==> src/rtl/vfd_pkg.sv <==
// vfd_pkg: shared raster timing defaults, screen geometry and RGB332 expansion
package vfd_pkg;
  localparam int H_ACTIVE    = 640;
  localparam int H_FP        = 16;
  localparam int H_SYNC      = 96;
  localparam int H_BP        = 48;
  localparam int V_ACTIVE    = 480;
  localparam int V_FP        = 10;
  localparam int V_SYNC      = 2;
  localparam int V_BP        = 33;
  localparam int SCREEN_W    = 640;
  localparam int SCREEN_H    = 480;
  localparam int SCREEN_SIZE = SCREEN_W * SCREEN_H;
  localparam int ADDR_W      = 19;
  localparam int CNT_W       = 10;

  typedef struct packed {
    logic [7:0] r;
    logic [7:0] g;
    logic [7:0] b;
  } rgb888_t;

  // Bit replication keeps full-scale 0 and 1 at 0x00 and 0xFF
  function automatic rgb888_t rgb332_to_888(input logic [7:0] c);
    return {c[7:5], c[7:5], c[7:6], c[4:2], c[4:2], c[4:3], {4{c[1:0]}}};
  endfunction
endpackage

==> src/rtl/vfd_timing.sv <==
// vfd_timing: raster counters and raw S0 sync/blank/active flags
module vfd_timing
  import vfd_pkg::*;
#(
  parameter int P_H_ACTIVE = H_ACTIVE,
  parameter int P_H_FP     = H_FP,
  parameter int P_H_SYNC   = H_SYNC,
  parameter int P_H_BP     = H_BP,
  parameter int P_V_ACTIVE = V_ACTIVE,
  parameter int P_V_FP     = V_FP,
  parameter int P_V_SYNC   = V_SYNC,
  parameter int P_V_BP     = V_BP
) (
  input  logic             clk,
  input  logic             reset_n,
  input  logic             i_ce,
  output logic [CNT_W-1:0] o_hcnt,
  output logic [CNT_W-1:0] o_vcnt,
  output logic             o_hsync,
  output logic             o_vsync,
  output logic             o_hblank,
  output logic             o_vblank,
  output logic             o_active,
  output logic             o_frame_end
);
  localparam logic [CNT_W-1:0] L_H_ACT  = CNT_W'(P_H_ACTIVE);
  localparam logic [CNT_W-1:0] L_HS_ON  = CNT_W'(P_H_ACTIVE + P_H_FP);
  localparam logic [CNT_W-1:0] L_HS_OFF = CNT_W'(P_H_ACTIVE + P_H_FP + P_H_SYNC);
  localparam logic [CNT_W-1:0] L_H_LAST = CNT_W'(P_H_ACTIVE + P_H_FP + P_H_SYNC + P_H_BP - 1);
  localparam logic [CNT_W-1:0] L_V_ACT  = CNT_W'(P_V_ACTIVE);
  localparam logic [CNT_W-1:0] L_VS_ON  = CNT_W'(P_V_ACTIVE + P_V_FP);
  localparam logic [CNT_W-1:0] L_VS_OFF = CNT_W'(P_V_ACTIVE + P_V_FP + P_V_SYNC);
  localparam logic [CNT_W-1:0] L_V_LAST = CNT_W'(P_V_ACTIVE + P_V_FP + P_V_SYNC + P_V_BP - 1);

  logic [CNT_W-1:0] r_hcnt;
  logic [CNT_W-1:0] r_vcnt;
  logic             w_hend;
  logic             w_vend;

  assign w_hend = r_hcnt == L_H_LAST;
  assign w_vend = r_vcnt == L_V_LAST;

  // Pixel counter wraps at end of line; line counter steps on each line wrap
  always_ff @(posedge clk or negedge reset_n) begin
    if (!reset_n) begin
      r_hcnt <= '0;
      r_vcnt <= '0;
    end else if (i_ce) begin
      r_hcnt <= w_hend ? '0 : r_hcnt + 1'b1;
      if (w_hend) r_vcnt <= w_vend ? '0 : r_vcnt + 1'b1;
    end
  end

  assign o_hcnt      = r_hcnt;
  assign o_vcnt      = r_vcnt;
  assign o_hsync     = (r_hcnt >= L_HS_ON) && (r_hcnt < L_HS_OFF);
  assign o_vsync     = (r_vcnt >= L_VS_ON) && (r_vcnt < L_VS_OFF);
  assign o_hblank    = r_hcnt >= L_H_ACT;
  assign o_vblank    = r_vcnt >= L_V_ACT;
  assign o_active    = (r_hcnt < L_H_ACT) && (r_vcnt < L_V_ACT);
  assign o_frame_end = w_hend && w_vend;
endmodule

==> src/rtl/vfd_scanout.sv <==
// vfd_scanout: 640x480@60 frame buffer scan-out; VFD_SCANLINES_EN dims odd lines
module vfd_scanout
  import vfd_pkg::*;
#(
  parameter int P_H_ACTIVE = H_ACTIVE,
  parameter int P_H_FP     = H_FP,
  parameter int P_H_SYNC   = H_SYNC,
  parameter int P_H_BP     = H_BP,
  parameter int P_V_ACTIVE = V_ACTIVE,
  parameter int P_V_FP     = V_FP,
  parameter int P_V_SYNC   = V_SYNC,
  parameter int P_V_BP     = V_BP
) (
  input  logic              clk,
  input  logic              reset_n,
  input  logic              ce_pix,
  output logic [ADDR_W-1:0] vram_addr,
  input  logic [7:0]        vram_data,
  output logic [7:0]        r,
  output logic [7:0]        g,
  output logic [7:0]        b,
  output logic              hsync,
  output logic              vsync,
  output logic              hblank,
  output logic              vblank,
  output logic              frame_start
);
  logic [CNT_W-1:0]  w_hcnt;
  logic [CNT_W-1:0]  w_vcnt;
  logic              w_hs;
  logic              w_vs;
  logic              w_hb;
  logic              w_vb;
  logic              w_active;
  logic              w_frame_end;
  logic [ADDR_W-1:0] w_addr;
  rgb888_t           w_rgb;
  rgb888_t           w_pix;

  logic              r_armed;
  logic [ADDR_W-1:0] r_addr;
  logic              r_s1_hs;
  logic              r_s1_vs;
  logic              r_s1_hb;
  logic              r_s1_vb;
  logic              r_s1_first;
  logic [7:0]        r_r;
  logic [7:0]        r_g;
  logic [7:0]        r_b;
  logic              r_hs;
  logic              r_vs;
  logic              r_hb;
  logic              r_vb;
  logic              r_fs;

  vfd_timing #(
    .P_H_ACTIVE(P_H_ACTIVE), .P_H_FP(P_H_FP), .P_H_SYNC(P_H_SYNC), .P_H_BP(P_H_BP),
    .P_V_ACTIVE(P_V_ACTIVE), .P_V_FP(P_V_FP), .P_V_SYNC(P_V_SYNC), .P_V_BP(P_V_BP)
  ) u_timing (
    .clk        (clk),
    .reset_n    (reset_n),
    .i_ce       (ce_pix),
    .o_hcnt     (w_hcnt),
    .o_vcnt     (w_vcnt),
    .o_hsync    (w_hs),
    .o_vsync    (w_vs),
    .o_hblank   (w_hb),
    .o_vblank   (w_vb),
    .o_active   (w_active),
    .o_frame_end(w_frame_end)
  );

  // y*640 + x as shifts; only evaluated for visible pixels so it stays below SCREEN_SIZE
  assign w_addr = {w_vcnt, 9'b0} + ADDR_W'({w_vcnt, 7'b0}) + ADDR_W'(w_hcnt);
  assign w_rgb  = rgb332_to_888(vram_data);

`ifdef VFD_SCANLINES_EN
  logic r_s1_odd;

  // Line parity travels with the pixel so dimming lines up with S2
  always_ff @(posedge clk or negedge reset_n) begin
    if (!reset_n) r_s1_odd <= 1'b0;
    else if (ce_pix) r_s1_odd <= w_vcnt[0];
  end

  assign w_pix = r_s1_odd ? {w_rgb.r >> 1, w_rgb.g >> 1, w_rgb.b >> 1} : w_rgb;
`else
  assign w_pix = w_rgb;
`endif

  // The frame running at reset release is run-up; frame_start is armed by its wrap
  always_ff @(posedge clk or negedge reset_n) begin
    if (!reset_n) r_armed <= 1'b0;
    else if (ce_pix && w_frame_end) r_armed <= 1'b1;
  end

  // S1: VRAM address (held through blanking) plus delayed timing flags
  always_ff @(posedge clk or negedge reset_n) begin
    if (!reset_n) begin
      r_addr     <= '0;
      r_s1_hs    <= 1'b0;
      r_s1_vs    <= 1'b0;
      r_s1_hb    <= 1'b1;
      r_s1_vb    <= 1'b1;
      r_s1_first <= 1'b0;
    end else if (ce_pix) begin
      if (w_active) r_addr <= w_addr;
      r_s1_hs    <= w_hs;
      r_s1_vs    <= w_vs;
      r_s1_hb    <= w_hb;
      r_s1_vb    <= w_vb;
      r_s1_first <= r_armed && (w_hcnt == '0) && (w_vcnt == '0);
    end
  end

  // S2: capture VRAM data, blank the colour, present everything together
  always_ff @(posedge clk or negedge reset_n) begin
    if (!reset_n) begin
      r_r  <= '0;
      r_g  <= '0;
      r_b  <= '0;
      r_hs <= 1'b0;
      r_vs <= 1'b0;
      r_hb <= 1'b1;
      r_vb <= 1'b1;
      r_fs <= 1'b0;
    end else begin
      r_fs <= ce_pix && r_s1_first;
      if (ce_pix) begin
        r_r  <= (r_s1_hb || r_s1_vb) ? 8'h00 : w_pix.r;
        r_g  <= (r_s1_hb || r_s1_vb) ? 8'h00 : w_pix.g;
        r_b  <= (r_s1_hb || r_s1_vb) ? 8'h00 : w_pix.b;
        r_hs <= r_s1_hs;
        r_vs <= r_s1_vs;
        r_hb <= r_s1_hb;
        r_vb <= r_s1_vb;
      end
    end
  end

  assign vram_addr   = r_addr;
  assign r           = r_r;
  assign g           = r_g;
  assign b           = r_b;
  assign hsync       = r_hs;
  assign vsync       = r_vs;
  assign hblank      = r_hb;
  assign vblank      = r_vb;
  assign frame_start = r_fs;
endmodule

==> config.mk <==
export PLATFORM = sky130hd
export DESIGN_NAME = vfd_scanout
export DESIGN_NICKNAME = d
export VERILOG_FILES = /design/src/rtl/vfd_pkg.sv /design/src/rtl/vfd_timing.sv /design/src/rtl/vfd_scanout.sv
export SDC_FILE = /design/constraint.sdc
export NUM_CORES = 1
export LEC_CHECK = 0
export CORE_UTILIZATION = 53
export CTS_BUF_LIST = sky130_fd_sc_hd__clkbuf_16
export DETAILED_ROUTE_END_ITERATION = 16
export PLACE_DENSITY_LB_ADDON = 0.12
export SLEW_MARGIN = 20
export SYNTH_ARGS = -nofsm -noshare
export SYNTH_HDL_FRONTEND = slang
export SYNTH_SLANG_ARGS = --single-unit
==> constraint.sdc <==
create_clock -name clk -period 3.17 [get_ports clk]
set_input_delay 0.4755 -clock clk [delete_from_list [all_inputs] [get_ports clk]]
set_output_delay 0.4755 -clock clk [all_outputs]
set_load 0.03 [all_outputs]
==> impl_metrics.py <==
metrics = {
    "clock_network": {
        "hold_buffers": 1,
        "htreeDepth": 3,
        "cts_buffer_depth": 2,
        "numCtsBuffers": 9,
        "tritoncts": "done",
        "clock_sinks": 58,
        "path_clk_slew_ns": 0.05,
        "post_cts_resized": 0,
        "root_buffer": "clkbuf_16",
        "cts_setup_buffers": 0,
        "clock_latency_ns": 0.32,
    },
    "sta": {
        "fin_tns_setup_ns": 0,
        "rsz0062_at_grt": "false",
        "setup_viol": 0,
        "setup_ws_ns": 0.660,
        "relSlewSlack_pct": 50.1,
        "finClkSkew_ns": 0.00777,
        "period_needed_ns": 2.51,
        "holdWs_ns": 0.468,
        "hold_viol_final": 0,
        "clock.fmax_mhz": 398,
        "layout_worst_path_cycle_share_pct": 79.2,
        "tightest_slew_ns": 0.737,
        "slew_violations": 0,
    },
    "worst_hold_path": {
        "hold_end": "vram_addr[4]$_DFFE_PN0P_",
        "min_from": "vram_addr[4]$_DFFE_PN0P_",
        "hold_depth": 2,
        "hold_class": "flop to flop",
    },
    "floorplan": {
        "core-area_um2": 5990,
        "initial_utilization_pct": 55.6,
        "die_h_um": 81.2,
        "io_pins": 59,
        "rows": 28,
        "die_area_um2": 6600,
        "die_w_um": 81.2,
    },
    "logic_synthesis": {
        "synth_cells": 347,
        "ys_seq_area_share_pct": 43.8,
        "syn_avg_cell_area_um2": 9.59,
        "synthArstFlopShare_pct": 100,
        "ys_ff_latch": 58,
        "synth.distinct_cells": 50,
        "netlist_area_um2": 3330,
        "synth_edf_count": 0,
        "ys_warn_count": 0,
        "syn-num-nets": 384,
        "synth-main-ff-cell": "dfrtp_1",
    },
    "setup_path": {
        "cp.arrival_ns": 2.71,
        "start_kind": "flop",
        "path_max_fanout": 5,
        "r2r-start": "u_timing.o_vcnt[0]$_DFFE_PN0P_",
        "worstSetupPathType": "flop to flop",
        "reg2reg_slack_ns": 0.66,
        "rr_worst_depth": 8,
        "r2r_end": "vram_addr[13]$_DFFE_PN0P_",
        "endpoint_kind": "flop",
        "critPathRequiredTime_ns": 3.37,
    },
    "power_and_ir_drop": {
        "powerDensity_nw_per_um2": 559,
        "leakagePower_nw": 1.91,
        "max-vdd-ir-drop_v": 0.000370,
    },
    "drt": {
        "routed_via_density": 5.58,
        "remaining_drc_errors": 0,
        "drt-total-wl_um": 7290,
        "drt-pass1-iter-count": 4,
        "postRouteAntennaNets": 0,
        "vias": 2632,
        "wl_per_cell_um": 15.4,
        "drt_iter0_markers": 199,
    },
    "finish": {
        "layout-drive-gt1-share_pct": 9.07,
        "fillers": 477,
        "final_common_cell": "clkdlybuf4s50_1",
        "layout_common_cells": "57 x clkdlybuf4s50_1, 54 x dfrtp_1, 44 x nand2_1, 29 x o21ai_0",
        "final_nets": 429,
        "antenna_cells": 0,
        "layout.area.seq_um2": 1460,
        "multiInputGateArea_um2": 1600,
        "fin_util_pct": 69.4,
        "area_delta_synth_final_pct": 24.9,
    },
    "grt": {
        "use_met1_pct": 31.9,
        "grt_pass1_vias": 2561,
        "grt_antenna_before_repair": 0,
        "track_usage_pct": 24.7,
        "top_usage_layer": "met2",
        "gr-usage-met2_pct": 39.7,
        "grt_util_met3_pct": 6.74,
        "grt_pass1_wl_um": 12200,
        "grt_max_degree": 32,
        "overflow": 0,
    },
    "placed_design": {
        "gp_congestion": 0.877,
        "place_ws_ns": 0.635,
        "io_buffers": 58,
        "dpl.hpwl_um": 5200,
    },
    "outcome": {
        "outcome": "complete, no violations",
    },
    "run": {
        "max_cap_viol_count": 0,
    },
}
==> layout make-up <==
class | count | area share, %
clock buffers | 9 | 5.42
clock inverters | 7 | 1.48
inverters | 22 | 1.99
multi-input cells | 235 | 38.5
flip-flops and latches | 58 | 35.0
well taps | 75 | 2.26
repair buffers | 66 | 15.4
==> worst max-delay path by stage <==
stage | start | endpoint | slack (ns)
3_5_place_dp | ce_pix | u_timing.o_vcnt[9]$_DFFE_PN0P_ | 0.63
2_1_floorplan | u_timing.o_vcnt[0]$_DFFE_PN0P_ | vram_addr[18]$_DFFE_PN0P_ | 0.84
5_1_grt | u_timing.o_vcnt[0]$_DFFE_PN0P_ | vram_addr[18]$_DFFE_PN0P_ | 0.53
3_3_place_gp | ce_pix | u_timing.o_vcnt[9]$_DFFE_PN0P_ | 0.67
4_1_cts | u_timing.o_vcnt[0]$_DFFE_PN0P_ | vram_addr[13]$_DFFE_PN0P_ | 0.66
6_report | u_timing.o_vcnt[0]$_DFFE_PN0P_ | vram_addr[13]$_DFFE_PN0P_ | 0.66
==> power breakdown <==
group / total [mW] / internal (mW) / switching, mW
Clock: 0.929 / 0.598 / 0.331
Sequential: 0.925 / 0.827 / 0.0984
Combinational: 0.469 / 0.196 / 0.274
==> synth_stat cells (2+ instances only) <==
master | number | share of area, %
clkbuf_1 | 7 | 0.79
and3_1 | 6 | 1.1
xor2_1 | 6 | 1.6
mux2_2 | 5 | 1.7
dfrtp_1 | 54 | 41
nor4b_1 | 4 | 1.1
dfstp_2 | 4 | 3.2
nor3_1 | 4 | 0.60
o311a_1 | 2 | 0.60
nand4b_1 | 2 | 0.53
nor2_1 | 12 | 1.4
o21ai_0 | 29 | 4.4
fa_1 | 2 | 1.2
nand2_1 | 44 | 5.0
o2bb2ai_1 | 2 | 0.53
nand4_1 | 9 | 1.7
buf_2 | 7 | 1.1
o31ai_1 | 4 | 0.90
o211ai_1 | 2 | 0.45
and4_1 | 2 | 0.53
o21a_1 | 4 | 0.90
xnor2_1 | 8 | 2.1
nand3_1 | 24 | 3.6
ha_1 | 24 | 9.0
a211o_1 | 2 | 0.53
a21o_1 | 4 | 0.90
inv_1 | 22 | 2.5
nor3_2 | 2 | 0.60
buf_4 | 16 | 3.6
a31oi_1 | 3 | 0.56
a21oi_1 | 10 | 1.5
or4_1 | 3 | 0.68
==> flip-flops by register name, summed over array words and instances (netlist names) <==
name and count:
vram_addr 19, u_timing.o_hcnt 10, u_timing.o_vcnt 10, g 3, r 3, b 2
frame_start 1, hblank 1, hsync 1, r_armed 1, r_s1_first 1, r_s1_hb 1
r_s1_hs 1, r_s1_vb 1, r_s1_vs 1, vblank 1, vsync 1
==> worst max-delay path: stages, from the launching register on <==
cell,delay [ns]
dfrtp_1,0.39
inv_1,0.13
fa_1,0.55
inv_1,0.07
ha_1,0.28
a21o_1,0.18
a221oi_1,0.51
xor2_1,0.19
o21ai_0,0.08
==> kinds of logic after synthesis <==
| group | share of synthesized area [%] |
|---|---|
| mux | 1.99 |
| buf+inv | 8.20 |
| flops | 43.8 |
| xor+xnor | 3.68 |
| fa+ha+maj | 10.2 |
| compound gates | 13.6 |
| simple gates | 18.5 |
==> per-stage QoR <==
stage / power (mW) / cell area (µm²) / instances
final: 2.32 / 4160 / 472
after global routing: 2.43 / 4160 / 472
after CTS: 2.34 / 4160 / 472
after detailed placement: 1.41 / 3860 / 455
after global placement: 1.39 / 3860 / 455
after floorplan: 1.23 / 3330 / 347
==> routing by layer <==
metal | up-vias | part of all wire (%)
met4 | 0 | 1.4
met2 | 83 | 48
met3 | 12 | 5.7
li1 | 1309 | -
met5 | - | 0
met1 | 1228 | 45
Note: power is estimated with default switching activity, not from simulation.
